File: src/rtl/riscv_ctrl_pkg.sv
// Shared encodings for the multicycle RISC-V control unit: opcodes, FSM state
// codes, datapath select codes and the packed control word.
package riscv_ctrl_pkg;

  localparam int OPC_W = 7;
  localparam int SEL_W = 2;
  localparam int IMM_W = 3;
  localparam int AOP_W = 2;
  localparam int ST_W  = 4;

  localparam logic [OPC_W-1:0] OP_LOAD   = 7'b0000011;
  localparam logic [OPC_W-1:0] OP_STORE  = 7'b0100011;
  localparam logic [OPC_W-1:0] OP_RTYPE  = 7'b0110011;
  localparam logic [OPC_W-1:0] OP_ITYPE  = 7'b0010011;
  localparam logic [OPC_W-1:0] OP_BRANCH = 7'b1100011;
  localparam logic [OPC_W-1:0] OP_JAL    = 7'b1101111;
  localparam logic [OPC_W-1:0] OP_LUI    = 7'b0110111;
  localparam logic [OPC_W-1:0] OP_AUIPC  = 7'b0010111;

  typedef enum logic [ST_W-1:0] {
    S_FETCH    = 4'd0,
    S_DECODE   = 4'd1,
    S_MEMADR   = 4'd2,
    S_MEMREAD  = 4'd3,
    S_MEMWB    = 4'd4,
    S_MEMWRITE = 4'd5,
    S_EXECUTER = 4'd6,
    S_EXECUTEI = 4'd7,
    S_ALUWB    = 4'd8,
    S_BEQ      = 4'd9,
    S_JAL      = 4'd10,
    S_LUI      = 4'd11,
    S_AUIPC    = 4'd12
  } state_e;

  typedef enum logic [SEL_W-1:0] {
    RES_ALUOUT    = 2'b00,
    RES_DATA      = 2'b01,
    RES_ALURESULT = 2'b10
  } result_src_e;

  typedef enum logic [SEL_W-1:0] {
    SRCA_PC    = 2'b00,
    SRCA_OLDPC = 2'b01,
    SRCA_RD1   = 2'b10
  } srca_e;

  typedef enum logic [SEL_W-1:0] {
    SRCB_RD2  = 2'b00,
    SRCB_IMM  = 2'b01,
    SRCB_FOUR = 2'b10
  } srcb_e;

  typedef enum logic [IMM_W-1:0] {
    IMM_I = 3'b000,
    IMM_S = 3'b001,
    IMM_B = 3'b010,
    IMM_J = 3'b011,
    IMM_U = 3'b100
  } imm_src_e;

  typedef enum logic [AOP_W-1:0] {
    ALUOP_ADD   = 2'b00,
    ALUOP_SUB   = 2'b01,
    ALUOP_FUNCT = 2'b10,
    ALUOP_PASSB = 2'b11
  } alu_op_e;

  typedef struct packed {
    logic        mem_req;
    logic        pc_write;
    logic        branch;
    logic        adr_src;
    logic        mem_write;
    logic        ir_write;
    logic        reg_write;
    result_src_e result_src;
    srca_e       alu_src_a;
    srcb_e       alu_src_b;
    imm_src_e    imm_src;
    alu_op_e     alu_op;
  } ctrl_t;

  localparam ctrl_t CTRL_IDLE = '{
    mem_req:    1'b0,
    pc_write:   1'b0,
    branch:     1'b0,
    adr_src:    1'b0,
    mem_write:  1'b0,
    ir_write:   1'b0,
    reg_write:  1'b0,
    result_src: RES_ALUOUT,
    alu_src_a:  SRCA_PC,
    alu_src_b:  SRCB_RD2,
    imm_src:    IMM_I,
    alu_op:     ALUOP_ADD
  };

endpackage

File: src/rtl/multicycle_fsm_outdec.sv
// Combinational state-to-control-word decode for the multicycle control FSM.
// Optional lui/auipc states are decoded when UTYPE_LUI_AUIPC_EN is defined.
module multicycle_fsm_outdec
  import riscv_ctrl_pkg::*;
#(
  parameter int STATE_W = 4
) (
  input  logic [STATE_W-1:0] state_i,
  input  logic               fetch_done_i,
  input  logic               store_i,
  output ctrl_t              ctrl_o
);

  always_comb begin
    ctrl_o = CTRL_IDLE;
    case (state_i)
      STATE_W'(S_FETCH): begin
        ctrl_o.mem_req    = 1'b1;
        ctrl_o.alu_src_a  = SRCA_PC;
        ctrl_o.alu_src_b  = SRCB_FOUR;
        ctrl_o.result_src = RES_ALURESULT;
        // IR/PC only update on the handshake cycle, never while stalled
        ctrl_o.ir_write   = fetch_done_i;
        ctrl_o.pc_write   = fetch_done_i;
      end
      STATE_W'(S_DECODE): begin
        ctrl_o.alu_src_a = SRCA_OLDPC;
        ctrl_o.alu_src_b = SRCB_IMM;
        ctrl_o.imm_src   = IMM_B;
      end
      STATE_W'(S_MEMADR): begin
        ctrl_o.alu_src_a = SRCA_RD1;
        ctrl_o.alu_src_b = SRCB_IMM;
        ctrl_o.imm_src   = store_i ? IMM_S : IMM_I;
      end
      STATE_W'(S_MEMREAD): begin
        ctrl_o.mem_req = 1'b1;
        ctrl_o.adr_src = 1'b1;
      end
      STATE_W'(S_MEMWB): begin
        ctrl_o.result_src = RES_DATA;
        ctrl_o.reg_write  = 1'b1;
      end
      STATE_W'(S_MEMWRITE): begin
        ctrl_o.mem_req   = 1'b1;
        ctrl_o.adr_src   = 1'b1;
        ctrl_o.mem_write = 1'b1;
      end
      STATE_W'(S_EXECUTER): begin
        ctrl_o.alu_src_a = SRCA_RD1;
        ctrl_o.alu_src_b = SRCB_RD2;
        ctrl_o.alu_op    = ALUOP_FUNCT;
      end
      STATE_W'(S_EXECUTEI): begin
        ctrl_o.alu_src_a = SRCA_RD1;
        ctrl_o.alu_src_b = SRCB_IMM;
        ctrl_o.imm_src   = IMM_I;
        ctrl_o.alu_op    = ALUOP_FUNCT;
      end
      STATE_W'(S_ALUWB): begin
        ctrl_o.reg_write = 1'b1;
      end
      STATE_W'(S_BEQ): begin
        ctrl_o.alu_src_a = SRCA_RD1;
        ctrl_o.alu_src_b = SRCB_RD2;
        ctrl_o.alu_op    = ALUOP_SUB;
        ctrl_o.branch    = 1'b1;
      end
      STATE_W'(S_JAL): begin
        ctrl_o.alu_src_a = SRCA_OLDPC;
        ctrl_o.alu_src_b = SRCB_FOUR;
        ctrl_o.pc_write  = 1'b1;
      end
`ifdef UTYPE_LUI_AUIPC_EN
      STATE_W'(S_LUI): begin
        ctrl_o.alu_src_a = SRCA_RD1;
        ctrl_o.alu_src_b = SRCB_IMM;
        ctrl_o.imm_src   = IMM_U;
        ctrl_o.alu_op    = ALUOP_PASSB;
      end
      STATE_W'(S_AUIPC): begin
        ctrl_o.alu_src_a = SRCA_OLDPC;
        ctrl_o.alu_src_b = SRCB_IMM;
        ctrl_o.imm_src   = IMM_U;
      end
`endif
      default: begin
        ctrl_o = CTRL_IDLE;
      end
    endcase
  end

endmodule

File: src/rtl/multicycle_main_fsm.sv
// Multicycle RISC-V main control FSM: state register, next-state logic and
// memory handshake gating. Define UTYPE_LUI_AUIPC_EN to add lui/auipc support.
module multicycle_main_fsm
  import riscv_ctrl_pkg::*;
#(
  parameter int OPCODE_W = 7,
  parameter int RESULT_W = 2,
  parameter int STATE_W  = 4
) (
  input  logic                clk,
  input  logic                rst,
  input  logic [OPCODE_W-1:0] opcode,
  input  logic                mem_ready,
  output logic                mem_req,
  output logic                PCWrite,
  output logic                Branch,
  output logic                AdrSrc,
  output logic                MemWrite,
  output logic                IRWrite,
  output logic [RESULT_W-1:0] ResultSrc,
  output logic [RESULT_W-1:0] ALUSrcA,
  output logic [RESULT_W-1:0] ALUSrcB,
  output logic [2:0]          ImmSrc,
  output logic [1:0]          ALUOp,
  output logic                RegWrite,
  output logic                illegal_op
);

  logic [STATE_W-1:0] state_q, state_d;
  logic               store_q, store_d;
  logic [OPC_W-1:0]   opc_s;
  logic               mem_done_s;
  logic               illegal_s;
  ctrl_t              ctrl_s;

  assign opc_s = OPC_W'(opcode);

  // A request completes only when it is actually being presented
  assign mem_done_s = ctrl_s.mem_req & mem_ready;

  multicycle_fsm_outdec #(
    .STATE_W(STATE_W)
  ) u_outdec (
    .state_i      (state_q),
    .fetch_done_i (mem_done_s),
    .store_i      (store_q),
    .ctrl_o       (ctrl_s)
  );

  // State register; store_q remembers the load/store class decoded in DECODE
  always_ff @(posedge clk) begin
    if (rst) begin
      state_q <= STATE_W'(S_FETCH);
      store_q <= 1'b0;
    end else begin
      state_q <= state_d;
      store_q <= store_d;
    end
  end

  // Next-state logic; unknown state codes fall back to FETCH
  always_comb begin
    state_d   = STATE_W'(S_FETCH);
    store_d   = store_q;
    illegal_s = 1'b0;
    case (state_q)
      STATE_W'(S_FETCH):
        state_d = mem_done_s ? STATE_W'(S_DECODE) : STATE_W'(S_FETCH);
      STATE_W'(S_DECODE): begin
        store_d = (opc_s == OP_STORE);
        case (opc_s)
          OP_LOAD:   state_d = STATE_W'(S_MEMADR);
          OP_STORE:  state_d = STATE_W'(S_MEMADR);
          OP_RTYPE:  state_d = STATE_W'(S_EXECUTER);
          OP_ITYPE:  state_d = STATE_W'(S_EXECUTEI);
          OP_BRANCH: state_d = STATE_W'(S_BEQ);
          OP_JAL:    state_d = STATE_W'(S_JAL);
`ifdef UTYPE_LUI_AUIPC_EN
          OP_LUI:    state_d = STATE_W'(S_LUI);
          OP_AUIPC:  state_d = STATE_W'(S_AUIPC);
`endif
          default: begin
            state_d   = STATE_W'(S_FETCH);
            illegal_s = 1'b1;
          end
        endcase
      end
      STATE_W'(S_MEMADR):
        state_d = store_q ? STATE_W'(S_MEMWRITE) : STATE_W'(S_MEMREAD);
      STATE_W'(S_MEMREAD):
        state_d = mem_done_s ? STATE_W'(S_MEMWB) : STATE_W'(S_MEMREAD);
      STATE_W'(S_MEMWB):
        state_d = STATE_W'(S_FETCH);
      STATE_W'(S_MEMWRITE):
        state_d = mem_done_s ? STATE_W'(S_FETCH) : STATE_W'(S_MEMWRITE);
      STATE_W'(S_EXECUTER):
        state_d = STATE_W'(S_ALUWB);
      STATE_W'(S_EXECUTEI):
        state_d = STATE_W'(S_ALUWB);
      STATE_W'(S_ALUWB):
        state_d = STATE_W'(S_FETCH);
      STATE_W'(S_BEQ):
        state_d = STATE_W'(S_FETCH);
      STATE_W'(S_JAL):
        state_d = STATE_W'(S_ALUWB);
`ifdef UTYPE_LUI_AUIPC_EN
      STATE_W'(S_LUI):
        state_d = STATE_W'(S_ALUWB);
      STATE_W'(S_AUIPC):
        state_d = STATE_W'(S_ALUWB);
`endif
      default:
        state_d = STATE_W'(S_FETCH);
    endcase
  end

  assign mem_req    = ctrl_s.mem_req;
  assign PCWrite    = ctrl_s.pc_write;
  assign Branch     = ctrl_s.branch;
  assign AdrSrc     = ctrl_s.adr_src;
  assign MemWrite   = ctrl_s.mem_write;
  assign IRWrite    = ctrl_s.ir_write;
  assign ResultSrc  = RESULT_W'(ctrl_s.result_src);
  assign ALUSrcA    = RESULT_W'(ctrl_s.alu_src_a);
  assign ALUSrcB    = RESULT_W'(ctrl_s.alu_src_b);
  assign ImmSrc     = ctrl_s.imm_src;
  assign ALUOp      = ctrl_s.alu_op;
  assign RegWrite   = ctrl_s.reg_write;
  assign illegal_op = illegal_s;

endmodule
File: config.mk
export PLATFORM = sky130hd
export DESIGN_NAME = multicycle_main_fsm
export DESIGN_NICKNAME = d
export VERILOG_FILES = /design/src/rtl/riscv_ctrl_pkg.sv /design/src/rtl/multicycle_fsm_outdec.sv /design/src/rtl/multicycle_main_fsm.sv
export SDC_FILE = /design/constraint.sdc
export NUM_CORES = 1
export LEC_CHECK = 0
export ABC_CLOCK_PERIOD_IN_PS = 1830
export BUFFER_PORTS_ARGS = -buffer_cell sky130_fd_sc_hd__buf_2
export CAP_MARGIN = 20
export CORE_MARGIN = 5
export CORE_UTILIZATION = 45
export DETAILED_ROUTE_END_ITERATION = 8
export GPL_ROUTABILITY_DRIVEN = 0
export GPL_TIMING_DRIVEN = 0
export PLACE_DENSITY = 0.78
export SYNTH_ARGS = -nofsm -noshare
export SYNTH_HDL_FRONTEND = slang
export SYNTH_SLANG_ARGS = --single-unit
File: constraint.sdc
create_clock -name clk -period 1.83 [get_ports clk]
set_clock_uncertainty 0.2 [all_clocks]
set_input_delay 0 -clock clk [delete_from_list [all_inputs] [get_ports clk]]
set_output_delay 0 -clock clk [all_outputs]
set_load 0.05 [all_outputs]
### After elaboration in Yosys (flattened, before gate mapping)

Cells that the tools add are included.

| word-level totals | value |
|---|---|
| logic and storage cells | 49 |
| register bits | 5 |
| input bits | 10 |
| output and inout port bits | 19 |

| cells by class | value |
|---|---|
| reductions and logical operators | 10 |
| muxes and demuxes | 20 |
| bitwise gates (word level) | 1 |
| eq/ne operators | 16 |

Operators with widths:

| cell | number |
|---|---|
| one-hot mux 4 bit (5 select lines) | 2 |
| one-hot mux 4 bit (6 select lines) | 1 |
| equality test 4 x 3 -> 1 bit, second input constant | 4 |
| equality test 7 x 6 -> 1 bit, second input constant | 2 |
| equality test 7 bit, second input constant | 2 |
| equality test 4 bit, second input constant | 3 |
| OR reduction 2 bit | 6 |
| 2-to-1 mux 1 bit | 10 |
| 2-to-1 mux 3 bit | 3 |
| equality test 4 x 2 -> 1 bit, second input constant | 2 |
| one-hot mux 2 bit (2 select lines) | 2 |
| equality test 7 x 2 -> 1 bit, second input constant | 1 |
| equality test 7 x 5 -> 1 bit, second input constant | 1 |
| one-hot mux 3 bit (2 select lines) | 1 |
| OR reduction 3 bit | 2 |
| OR reduction 6 bit | 1 |
| equality test 4 x 1 -> 1 bit, second input constant | 1 |
| zero test 4 bit | 1 |
| one-hot mux 1 bit (2 select lines) | 1 |
| bitwise AND 1 bit | 1 |

### Longest topological paths before layout

| logic depth | value |
|---|---|
| depth in word-level cells | 6 |
| gate-level depth with buffers | 5 |

### Modules after synthesis

A second synthesis with hierarchy kept.

| unflattened totals | value |
|---|---|
| cells, all modules | 93 |
| area total of the unflattened synthesis | 646.9 um2 |

By module, submodules not included:

| module | area each (um2) | times used | sequential area each (um2) | cells each |
|---|---|---|---|---|
| multicycle_main_fsm | 382.9 | 1 | 100.1 | 52 |
| multicycle_fsm_outdec | 264.0 | 1 | 0.0 | 41 |

### Worst setup path before layout

Ideal clock, no wire load.

| timing | value |
|---|---|
| kind | register to output |
| start point | reg state_q[1] |
| end point | out IRWrite |
| path slack | -1.111 ns |
| cell stages (with the launch flop) | 4 |
| path buffers | 1 |
| arrival | 2.741 ns |
| cell sequence | dfxtp_1 > buf_2 > nor4_1 > and2_1 |

| between the ends | value |
|---|---|
| word-level cells in the longest chain between the ends | 5 |
| elaborated cells between the ends (all ways) | 7 |
| classes of those cells | eq/ne (2); mux (2); bitwise (1); reduce/logical (2) |

RTL lines:

| item | RTL line | text |
|---|---|---|
| start, declared | multicycle_main_fsm.sv:29 | `logic [STATE_W-1:0] state_q, state_d;` |
| start signal, assigned | multicycle_main_fsm.sv:53 | `state_q <= STATE_W'(S_FETCH);` |
| start signal, assigned | multicycle_main_fsm.sv:56 | `state_q <= state_d;` |
| equality test 4 x 2 -> 1 bit, or another cell as far along | multicycle_fsm_outdec.sv:16 | `case (state_i)` |
| OR reduction 3 bit (no line) | - |  |
| 2-to-1 mux 1 bit | multicycle_fsm_outdec.sv:16 |  |
| bitwise AND 1 bit | multicycle_main_fsm.sv:39 | `assign mem_done_s = ctrl_s.mem_req & mem_ready;` |
| 2-to-1 mux 1 bit (*) | multicycle_fsm_outdec.sv:16 |  |
| end, declared | multicycle_main_fsm.sv:19 | `output logic IRWrite,` |

Mark *: on every way between the ends. The rest lies on a longest branch, timed or not.

### Worst setup path after layout

| timing | value |
|---|---|
| start point | reg state_q[1] |
| end point | out mem_req |

| between the ends | value |
|---|---|
| word-level cells in the longest chain between the ends | 3 |
| elaborated cells between the ends (all ways) | 5 |
| classes of those cells | eq/ne (2); mux (1); reduce/logical (2) |

RTL lines:

| item | RTL line | text |
|---|---|---|
| equality test 4 x 2 -> 1 bit, or another cell as far along | multicycle_fsm_outdec.sv:16 |  |
| OR reduction 3 bit (no line) (*) | - |  |
| 2-to-1 mux 1 bit (*) | multicycle_fsm_outdec.sv:16 |  |
| end, declared | multicycle_main_fsm.sv:14 | `output logic mem_req,` |

Marked as above.

==> metrics <==
CP top delay family=simple AND/OR/NAND/NOR gates; hold crit path type=input port to flip-flop; CP max FO=10; die span in y=47.25 um; Syn. warnings=0; Setup Crit Path Kind=flip-flop to output port; Final Instance Area=993.5 um2; DRT iter0 DRCs=9; core area=0.001301 mm2; CP peak stage delay=0.33 ns; Total Power=401.7 uW; Vias=774; largest net degree at the start of global routing=11; number of global-route vias before repair=738; CTS tree=built; # IOs=29; Top FF cell, synth=dfxtp_1; drt drc=0; Nets=139; commonest cells in the synthesized netlist=7 x buf_2, 7 x nand2_1; fraction of registers with async set/reset=0%; Routed WL=1.805 mm; Lkg Pwr=0.0004558 uW; CP cell instances=buf_4 -> xor2_1 -> and3_1 -> or2_2 -> buf_4; register area share after synthesis=16.03%; die area=0.002233 mm2; Avg Vias per Cell=5.413; synth top area cells=dfxtp_1 16%, nor3b_1 6.0%, buf_2 5.6%, nand2_1 4.2%, xnor2_1 4.2%; Mapped Area=624.3 um2; GRT Overall Usage=19.06%; CTS HTree Levels=1; Slew Limit Fails=0; crit end category=output port; max_cap viols=0; Critical Path RT=1.63 ns; peak supply drop=0.3858 mV; syn_area_per_cell=7.260 um2; post-synth cell types=32; Net Count, Synth=96; Starting Density=47.98%; Post-synth EDFFs=0; initial antenna violation count=0; Max Fclk=571.2 MHz; share of layout cells above drive strength 1=44.53%; clock-pin slew on the worst setup and hold paths=0.04 ns; post-synthesis instance total=86; status=finished clean; filler cell count=109; Hold Vio Cnt, Final=0; antenna viol nets, final=0; routed len/inst=12.62 um; DIE WIDTH=47.25 um; clk_lat worst skew=0.24 ns; power density of the placed cells=404.3 mW/mm2; antenna fix cells=0; Post-DP Area=829.5 um2; DRT Pass-1 Iters=5; CTS root buf=clkbuf_4; crit share post-route=95.67%; Synth top area share=16.03%; CTS max path bufs=2; Worst EP arrival=1.55 ns; post-DP HPWL=1.298 mm; Worst Setup Start Kind=flip-flop; min Tclk post-route=1.751 ns; Remaining Overflow, GRT=0; area leader, netlist=dfxtp_1; first-pass GRT wire length=3.146 mm; CTS Sinks=5; Area Growth Syn to Fin=59.12%; CTS Buf Count=3; IO buf count=27; buffers and inverters on the worst path=2; CP max-delay cell=dfxtp_1; flops & latches, synth=5; row count=13; setup violators final=0; cell repeated most along the worst path=buf_4
kinds of logic after synthesis:
family / Yosys count / share of synthesized area (%)
other: 1 / 0.6006
AND/OR/NAND/NOR: 46 / 47.29
multiplexers: 2 / 3.207
flip-flops: 5 / 16.03
buffers and inverters: 13 / 11.62
XOR/XNOR: 4 / 5.612
AO/OA/AOI/OAI: 15 / 15.63
final timing paths:
path | from | endpoint | slack [ns] | depth (start not counted)
max | state_q[1] | mem_req | 0.08 | 5
min | opcode[5] | state_q[0] | 0.02 | 4
max reg2reg | state_q[3] | state_q[1] | 0.27 | 5
min reg2reg | store_q | store_q | 0.31 | 2
worst register-to-register path, stage by stage, from the launching register on:
cell,delay (ns)
dfxtp_1,0.29
buf_2,0.21
clkbuf_4,0.24
nor2_1,0.06
a32oi_1,0.33
a311oi_2,0.09
area by class of cell:
type	count	area, um2	share of cell area, %
Buffer	10	76.32	7.683
Clock buffer	4	26.28	2.645
Inverter	3	11.26	1.134
Multi-Input combinational cell	68	505.5	50.88
Sequential cell	5	100.1	10.08
Tap cell	15	18.77	1.889
Timing Repair Buffer	38	255.2	25.69
power breakdown:
group	internal [uW]	switching, uW	total (uW)
registers	111	0.517	112
clock network	82.2	40.9	123
logic	67.3	99.7	167
total	261	141	402
state kept, by name, summed over array words and instances, names as in the netlist:
name and count:
state_q 4, store_q 1
metrics by stage:
stage / setup TNS [ns] / worst slack, ns / utilization (%) / hold WS [ns] / instances
CTS: 0 / 0.0008529 / 72.31 / 0.009974 / 140
global placement: 0 / 0.2640 / 63.75 / -0.006570 / 128
detailed placement: 0 / 0.2465 / 63.75 / 0.0003808 / 128
global route: -0.008940 / -0.007956 / 76.35 / 0.04755 / 143
finish: 0 / 0.07922 / 76.35 / 0.01781 / 143
floorplan: -0.1809 / -0.09799 / - / -0.1309 / 86
metal layers:
metal  global-route usage, %  routed length, um
met1                   20.22                657
met3                   4.981                156
met5                       0                  0
met4                   4.972                 14
met2                   36.36                976
repair_timing:
item,in CTS,in global routing
buffers inserted,0,3
setup endpoints to repair,2,11
hold endpoints to repair,5,0
pin swaps,0,1
gates resized for setup,2,15
hold buffers,8,0
cloned,0,0
layout by cell type (no fill, tap or decap), types with 2 or more instances in the layout:
master         synthesis  layout
nor3b_1                5       4
nand2b_1               3       3
nor3_2                 0       3
xnor2_1                3       3
nand2_1                7       7
o21ai_0                3       3
dlygate4sd3_1          0       8
clkbuf_4               0      10
inv_1                  3       3
a21oi_1                5       5
nor2b_1                4       2
and3b_1                2       2
nor2b_2                0       2
o211ai_1               2       2
buf_2                  7      21
nand4_1                4       4
dfxtp_1                5       5
a31oi_1                2       2
and2_1                 2       2
nand3b_1               2       2
and3_1                 3       2
mux2i_1                2       2
nor2_1                 5       4
buf_4                  2      11
(Power assumes the default switching activity.)
